$ cat src/rtl/read_ptr_logic.sv
// Read-side pointer controller of the dual-clock FIFO: synchronizes the Gray write pointer into rclk,
// advances the binary/Gray read pointer and derives empty, almost_empty, level and sticky underflow.
module read_ptr_logic #(
    parameter int depth     = 8,
    parameter int d_width   = 8,
    parameter int ptr_w     = 4,
    parameter int ae_thresh = 1
) (
    input  logic             rclk,
    input  logic             reset,
    input  logic             r_en,
    input  logic [ptr_w-1:0] gray_w_ptr,
    output logic [ptr_w-1:0] gray_r_ptr,
    output logic [ptr_w-1:0] bin_r_ptr,
    output logic [ptr_w-2:0] r_addr,
    output logic             rd_fire,
    output logic             r_valid,
    output logic             empty,
    output logic             almost_empty,
    output logic [ptr_w-1:0] level,
    output logic             underflow
);

    localparam logic [ptr_w-1:0] AE_THRESH_C = ptr_w'(ae_thresh);

    if ((depth != (1 << (ptr_w - 1))) || (d_width < 1)) begin : g_bad_params
        $error("read_ptr_logic: depth must equal 2**(ptr_w-1) and d_width must be positive");
    end

    function automatic logic [ptr_w-1:0] gray2bin(input logic [ptr_w-1:0] g);
        logic [ptr_w-1:0] b;
        b[ptr_w-1] = g[ptr_w-1];
        for (int i = ptr_w - 2; i >= 0; i--) begin
            b[i] = b[i+1] ^ g[i];
        end
        return b;
    endfunction

    function automatic logic [ptr_w-1:0] bin2gray(input logic [ptr_w-1:0] b);
        return b ^ (b >> 1'b1);
    endfunction

    logic [ptr_w-1:0] sync1_r;
    logic [ptr_w-1:0] sync2_r;
    logic [ptr_w-1:0] bin_r_ptr_r;
    logic             r_valid_r;
    logic             underflow_r;

    logic [ptr_w-1:0] bin_w_syn_s;
    logic [ptr_w-1:0] level_s;
    logic             empty_s;
    logic             almost_empty_s;
    logic             rd_fire_s;

    // Two-flop synchronizer bringing the Gray write pointer into the read domain
    always_ff @(posedge rclk) begin
        if (reset) begin
            sync1_r <= {ptr_w{1'b0}};
            sync2_r <= {ptr_w{1'b0}};
        end else begin
            sync1_r <= gray_w_ptr;
            sync2_r <= sync1_r;
        end
    end

    // Occupancy and status derived from the synchronized write pointer; empty can only lag, never lead
    always_comb begin
        bin_w_syn_s    = gray2bin(sync2_r);
        level_s        = bin_w_syn_s - bin_r_ptr_r;
        empty_s        = (bin_r_ptr_r == bin_w_syn_s);
        almost_empty_s = (level_s <= AE_THRESH_C);
        rd_fire_s      = r_en & ~empty_s;
    end

    // Read pointer advance, read-data valid pipeline and sticky underflow flag
    always_ff @(posedge rclk) begin
        if (reset) begin
            bin_r_ptr_r <= {ptr_w{1'b0}};
            r_valid_r   <= 1'b0;
            underflow_r <= 1'b0;
        end else begin
            if (rd_fire_s) begin
                bin_r_ptr_r <= bin_r_ptr_r + {{(ptr_w-1){1'b0}}, 1'b1};
            end else begin
                bin_r_ptr_r <= bin_r_ptr_r;
            end
            r_valid_r   <= rd_fire_s;
            underflow_r <= underflow_r | (r_en & empty_s);
        end
    end

    assign bin_r_ptr    = bin_r_ptr_r;
    assign gray_r_ptr   = bin2gray(bin_r_ptr_r);
    assign r_addr       = bin_r_ptr_r[ptr_w-2:0];
    assign rd_fire      = rd_fire_s;
    assign r_valid      = r_valid_r;
    assign empty        = empty_s;
    assign almost_empty = almost_empty_s;
    assign level        = level_s;
    assign underflow    = underflow_r;

endmodule
$ cat config.mk
export PLATFORM = sky130hd
export DESIGN_NAME = read_ptr_logic
export DESIGN_NICKNAME = d
export VERILOG_FILES = /design/src/rtl/read_ptr_logic.sv
export SDC_FILE = /design/constraint.sdc
export NUM_CORES = 1
export LEC_CHECK = 0
export CELL_PAD_IN_SITES_DETAIL_PLACEMENT = 1
export CELL_PAD_IN_SITES_GLOBAL_PLACEMENT = 1
export CORE_UTILIZATION = 33
export CTS_BUF_LIST = sky130_fd_sc_hd__clkbuf_4
export DETAILED_ROUTE_END_ITERATION = 12
export PLACE_DENSITY_LB_ADDON = 0.1
export SLEW_MARGIN = 30
export SYNTH_ARGS = -nofsm -noshare
export SYNTH_HDL_FRONTEND = slang
export SYNTH_SLANG_ARGS = --single-unit
$ cat constraint.sdc
create_clock -name rclk -period 2.7 [get_ports rclk]
set_input_delay 0.54 -clock rclk [delete_from_list [all_inputs] [get_ports rclk]]
set_output_delay 0.54 -clock rclk [all_outputs]
set_load 0.03 [all_outputs]
==> results.md, run 1 <==
- Status: complete, but fails checks
- Failing checks: negative setup slack
- Number of cell rows: 16
- Max Cap Viol: 0
- Syn Area/Cell: 9.82 um2
- Vias per cell: 4.54
- Number of remaining DRC errors: 0
- Setup violations, final: 4
- Initial antenna violation count: 0
- Power, Total: 0.779 mW
- Hold buffer count at cts: 0
- Cell variety after synth: 25
- Global-route wire length before repair: 2300 um
- Layout net count: 117
- Placed instance area: 1030 um2
- Clock Latency Late Sink: 0.27 ns
- Max Root-Sink Buffers: 2
- Ys flop type: dfxtp_1
- Layout cells sized above 1: 31.1%
- Worst setup EP type: output port
- Least-Margin Pin Slew: 0.589 ns
- Total CTS buffers: 3
- CTS Root Cell: clkbuf_4
- Synthesis-stage register bit count: 14
- Routed Wire Length: 1540 um
- Die area: 2330 um2
- Max IR drop VDD: 0.371 mV
- Max FO, Critical Path: 3
- Tot GR Track Use: 15.0%
- Lkg Pwr: 0.471 nW
- Fin. Hold Viols: 0
- Clock sinks: 14
- Hold Slack: 0.445 ns
- Crit path max-delay family: simple AND/OR/NAND/NOR gates
- CTS tree: done
- Fill cells: 216
- FFs w/ async S/R, synth: 0%
- FF+latch area: 285 um2
- Kind of critical path: register to output port
- Fin Clk Skew: 0.00138 ns
- Final Cell Area: 1130 um2
- Die Span Y: 48.3 um
- Worst setup SP type: register
- Worst-path cell with the longest stage delay: dfxtp_2
- Detailed Place HPWL: 1200 um
- GR Overflow Total: 0
- Port Buffers: 26
- Relative slew slack: 60.6%
- Slew Limit Fails: 0
- Post-synth EDFFs: 0
- Reg clk slew, reported paths: 0.08 ns
- Worst setup margin: -0.171 ns
- RePlAce Congestion: 0.745
- Ys Warns: 0
- Ports: 27
- Final Critical Period: 2.87 ns
- Pwr dens: 691 nW/um2
- Syn-to-layout area delta: 59.5%
- CORE AREA: 1980 um2
- Cell area after synthesis: 707 um2
- Wire per inst: 11.8 um
- Fin crit share: 106%
- Area occupied by multi-input gates: 452 um2
- Sequential area share after synthesis: 39.6%
- Critical-path cell list: xor2_4 > xor2_2 > buf_4 > ha_1 > and3b_1 > or3_4 > a211oi_4 > buf_6
- Post-Synthesis Cells: 72
- DRT Pass-1 Iters: 2
- RSZ-0062 raised after global routing: true
- Via count: 590
- DRT antenna net count: 0
- CP max stage delay: 0.35 ns
- TNS Setup: -0.391 ns
- Worst EP arrival: 2.33 ns
- Fmax: 0.348 GHz
- Initial drt markers: 5
- Net Count, Synth: 85
- Antenna cells: 0
- Starting Density: 35.7%
- Die Width: 48.3 um
- HP Class: register to register
- H-tree Lvls: 1
- WP data required: 2.16 ns
- Largest net degree at the start of global routing: 19
- Worst path bufs/invs: 2
- Vias in the first global route: 559
stage by stage:
stage               std cells  worst slack [ns]  utilization (%)
floorplan                  72            0.0135                -
global placement          124             0.110             52.1
detailed placement        124            0.0257             52.1
CTS                       129            -0.212             55.0
global route              130            -0.355             56.9
finish                    130            -0.171             56.9
registers in the layout, indices dropped and copies added, names as in the netlist:
name,cells
bin_r_ptr,4
r_valid,1
sync1_r,4
sync2_r,4
underflow,1
per-layer routing:
layer / routed length, um / track usage (%) / vias up
met3: 60 / 4.44 / 2
met4: 11 / 8.33 / 0
met5: 0 / 0 / -
met2: 846 / 26.1 / 17
met1: 621 / 16.2 / 282
li1: - / - / 289
power breakdown:
part / leakage, nW / internal, mW / switching, mW
logic: 0.339 / 0.199 / 0.231
registers: 0.116 / 0.221 / 0.0114
clock network: 0.0154 / 0.0535 / 0.0627
Yosys cell counts (all sizes together) (3+ instances only):
library cell	count	share of area (%)
buf	4	4.2
dfxtp	14	40
nor2b	11	9.7
nor2	5	2.7
inv	4	2.1
xor2	4	5.0
mux2	3	4.8
ha	5	8.8
placed cells by master, fill, tap and decap left out, types with 3 or more instances in the layout:
| cell | n |
|---|---|
| buf_4 | 8 |
| inv_1 | 3 |
| buf_6 | 5 |
| ha_1 | 4 |
| clkdlybuf4s50_1 | 19 |
| nor2_1 | 5 |
| dfxtp_1 | 12 |
| clkbuf_4 | 3 |
| mux2_2 | 3 |
| nor2b_1 | 11 |
cell type report:
class                   count  share of cell area (%)
flip-flops and latches     14                    25.3
inverters                   4                    1.33
clock buffers               3                    2.00
well taps                  27                    3.00
repair buffers             33                    28.0
multi-input cells          48                    40.1
clock inverters             1                   0.333
path summary, 6_finish.rpt:
kind	from	end	slack, ns	cells past startpoint
setup / recovery	sync2_r[2]	almost_empty	-0.17	8
hold reg to reg	sync1_r[2]	sync2_r[2]	0.44	1
hold / removal	sync1_r[2]	sync2_r[2]	0.44	1
setup reg to reg	sync2_r[3]	bin_r_ptr[0]	0.57	8
cells by family (layout without fill, tap and decap cells):
logic type | count (synthesis) | count (layout) | synth area share (%)
mux | 4 | 4 | 6.19
xor+xnor | 6 | 6 | 7.43
flops | 14 | 14 | 39.6
simple gates | 25 | 25 | 20.2
compound gates | 7 | 7 | 7.43
buf+inv | 10 | 41 | 7.43
fa+ha+maj | 6 | 6 | 11.7
repair_timing:
item | 4_1_cts | 5_1_grt
hold endpoints to repair | 0 | 0
buffers inserted | 1 | 1
pin swaps | 7 | 4
setup endpoints to repair | 5 | 6
resized for setup | 10 | 6
No activity file was read; power rests on OpenSTA's default activity.
==> inputs of run 2 (changes only) <==
Settings changed: CORE_ASPECT_RATIO set to 1.1.
==> results.md, run 2 (same netlist as run 1, synthesis figures left out) <==
- Critical R2R Launch: sync2_r[3]
- Internal power: 0.465 mW (-1.8%)
- Number of remaining DRC errors: 0 (unchanged)
- Antenna cells: 0 (unchanged)
- Hold Slack: 0.441 ns (-0.00331 ns)
- GR Overflow Total: 0 (unchanged)
- Hold Startpoint: sync1_r[0]
- Pwr dens: 679 nW/um2 (-1.6%)
- Worst EP arrival: 2.35 ns (+0.02 ns)
- CTS tree: done
- Max Root-Sink Buffers: 2 (unchanged)
- Final Critical Period: 2.89 ns (+0.0192 ns)
- Final core occ: 56.1% (-0.78 points)
- Pre-CTS WS: -0.00843 ns (-0.0341 ns)
- Hold buffer count at cts: 0 (unchanged)
- Die area: 2330 um2 (about the same)
- RePlAce Congestion: 0.682 (-8.4%)
- Lkg Pwr: 0.479 nW (+1.8%)
- Slew Limit Fails: 0 (unchanged)
- Starting Density: 35.0% (-0.68 points)
- Setup violations, final: 4 (unchanged)
- Die Width: 46.1 um (-4.5%)
- Critical-path cell list: xor2_4 > xor2_2 > xnor2_1 > ha_2 > inv_2 > fa_2 > xor2_4 > a211oi_4 > buf_6
- Reg clk slew, reported paths: 0.08 ns (about the same)
- Reg2reg setup slack: 0.41 ns (-0.16 ns)
- Clock Latency Late Sink: 0.28 ns (about the same)
- Switching power: 0.305 mW (about the same)
- Max FO, Critical Path: 3 (unchanged)
- RSZ-0062 raised after global routing: true
- Crit path max-delay family: XOR/XNOR gates
- DRT antenna net count: 0 (unchanged)
- Global-route wire length before repair: 2480 um (+7.8%)
- Failing checks: negative setup slack
- Worst setup EP type: output port
- CP most frequent cell: xor2_4
- Layout net count: 120 (+2.6%)
- Die Span Y: 50.5 um (+4.7%)
- Combinational power share: 54.5% (-0.7 points)
- Worst setup SP type: register
- Fill cells: 235 (+8.8%)
- DRT Pass-1 Iters: 3 (+1)
- Worst path bufs/invs: 2 (unchanged)
- Max Cap Viol: 0 (unchanged)
- Port Buffers: 26 (unchanged)
- Detailed Place HPWL: 1190 um (-0.50%)
- Status: complete, but fails checks
- Number of cells on the worst reg-to-reg path: 9 (+1)
- Worst Hold End: sync2_r[0]
- Layout cells sized above 1: 32.1% (+1.0 points)
- Number of cell rows: 17 (+1)
- Commonest non-fill, non-tap cell in the layout: clkdlybuf4s50_1
- Initial drt markers: 4 (-1)
- Worst-path cell with the longest stage delay: fa_2
- Vias in the first global route: 583 (+4.3%)
- Sw Share: 39.6% (+0.45 points)
- Largest net degree at the start of global routing: 19 (unchanged)
- Worst hold path depth: 1 (unchanged)
- Worst setup margin: -0.190 ns (-0.0192 ns)
- Syn-to-layout area delta: 60.4%
- Seq pwr share: 29.8% (about the same)
- Max IR drop VDD: 0.430 mV (+16%)
- Wire per inst: 11.3 um (-4.6%)
- Clock sinks: 14 (unchanged)
- HP Class: register to register
- Vias per cell: 4.37 (-3.8%)
- Clock power frac: 15.7% (+0.8 points)
- Fin Clk Skew: 0.00284 ns (+0.00146 ns)
- Ports: 27 (unchanged)
- Via count: 585 (-0.85%)
- Fin crit share: 107% (+0.71 points)
- Tot GR Track Use: 15.1% (+0.077 points)
- Fmax: 0.346 GHz (-0.66%)
- Least-Margin Pin Slew: 0.573 ns (-0.0165 ns)
- CTS Root Cell: clkbuf_4
- Total CTS buffers: 3 (unchanged)
- Most frequent cells in the layout: 19 x clkdlybuf4s50_1, 12 x dfxtp_1, 12 x buf_4
- CORE AREA: 2020 um2 (+2.0%)
- CP max stage delay: 0.39 ns (+0.04 ns)
- H-tree Lvls: 1 (unchanged)
- Kind of critical path: register to output port
- Fin. Hold Viols: 0 (unchanged)
- Routed Wire Length: 1510 um (-1.7%)
- WP data required: 2.16 ns (about the same)
- Reg2Reg Capture Point: bin_r_ptr[0]
- Relative slew slack: 61.7% (+1.1 points)
- Initial antenna violation count: 0 (unchanged)
[run 2: metrics by stage]
step | power [mW] | area, um2 | TNS, ns | std cells
after floorplan | 0.496 | 754 | 0 | 72
after global placement | 0.624 | 1030 | 0 | 125
final | 0.770 | 1130 | -0.376 | 134
after CTS | 0.771 | 1100 | -0.430 | 132
after global routing | 0.809 | 1130 | -0.798 | 134
after detailed placement | 0.631 | 1030 | -0.00843 | 125
[run 2: worst max-delay path by stage]
stage	from	to	slack (ns)	cells after the start
after floorplan	sync2_r[3]	almost_empty	0.01	7
after global placement	sync2_r[3]	almost_empty	0.11	8
after detailed placement	sync2_r[2]	almost_empty	-0.008	8
after CTS	sync2_r[3]	almost_empty	-0.20	9
after global routing	sync2_r[3]	almost_empty	-0.29	9
final	sync2_r[3]	almost_empty	-0.19	9
[run 2: cell type report]
| class | instances | area [um2] | share of cell area (%) |
|---|---|---|---|
| flip-flops and latches | 14 | 285 | 25.2 |
| multi-input cells | 48 | 438 | 38.6 |
| well taps | 28 | 35.0 | 3.09 |
| inverters | 4 | 15.0 | 1.32 |
| repair buffers | 36 | 334 | 29.5 |
| clock inverters | 1 | 3.75 | 0.331 |
| clock buffers | 3 | 22.5 | 1.99 |
[run 2: timing repair]
| item | 4_1_cts | 5_1_grt |
|---|---|---|
| pin swaps | 7 | 2 |
| setup buffers | 3 | 2 |
| endpoints found under the setup margin | 6 | 6 |
| gates resized for setup | 8 | 4 |
[run 2: worst register-to-register path: stages (launching register included)]
cell,delay [ns]
dfxtp_4,0.37
xor2_4,0.19
xor2_2,0.22
xnor2_1,0.15
ha_2,0.29
and3_2,0.22
a21boi_2,0.18
buf_4,0.13
buf_4,0.11
mux2_2,0.32
[run 2: layer usage]
layer | track usage, % | routed length [um] | share of wire [%]
met3 | 3.24 | 43 | 2.8
met4 | 4.41 | 21 | 1.4
met1 | 15.9 | 600 | 40
met5 | 0 | 0 | 0
met2 | 28.4 | 849 | 56
[run 2: power by group through the flow]
stage,Combinational (mW),Clock [mW],Sequential [mW]
after CTS,0.415,0.126,0.230
after global placement,0.390,0,0.234
after floorplan,0.239,0,0.257
after global routing,0.447,0.131,0.231
after detailed placement,0.396,0,0.234
final,0.420,0.121,0.229
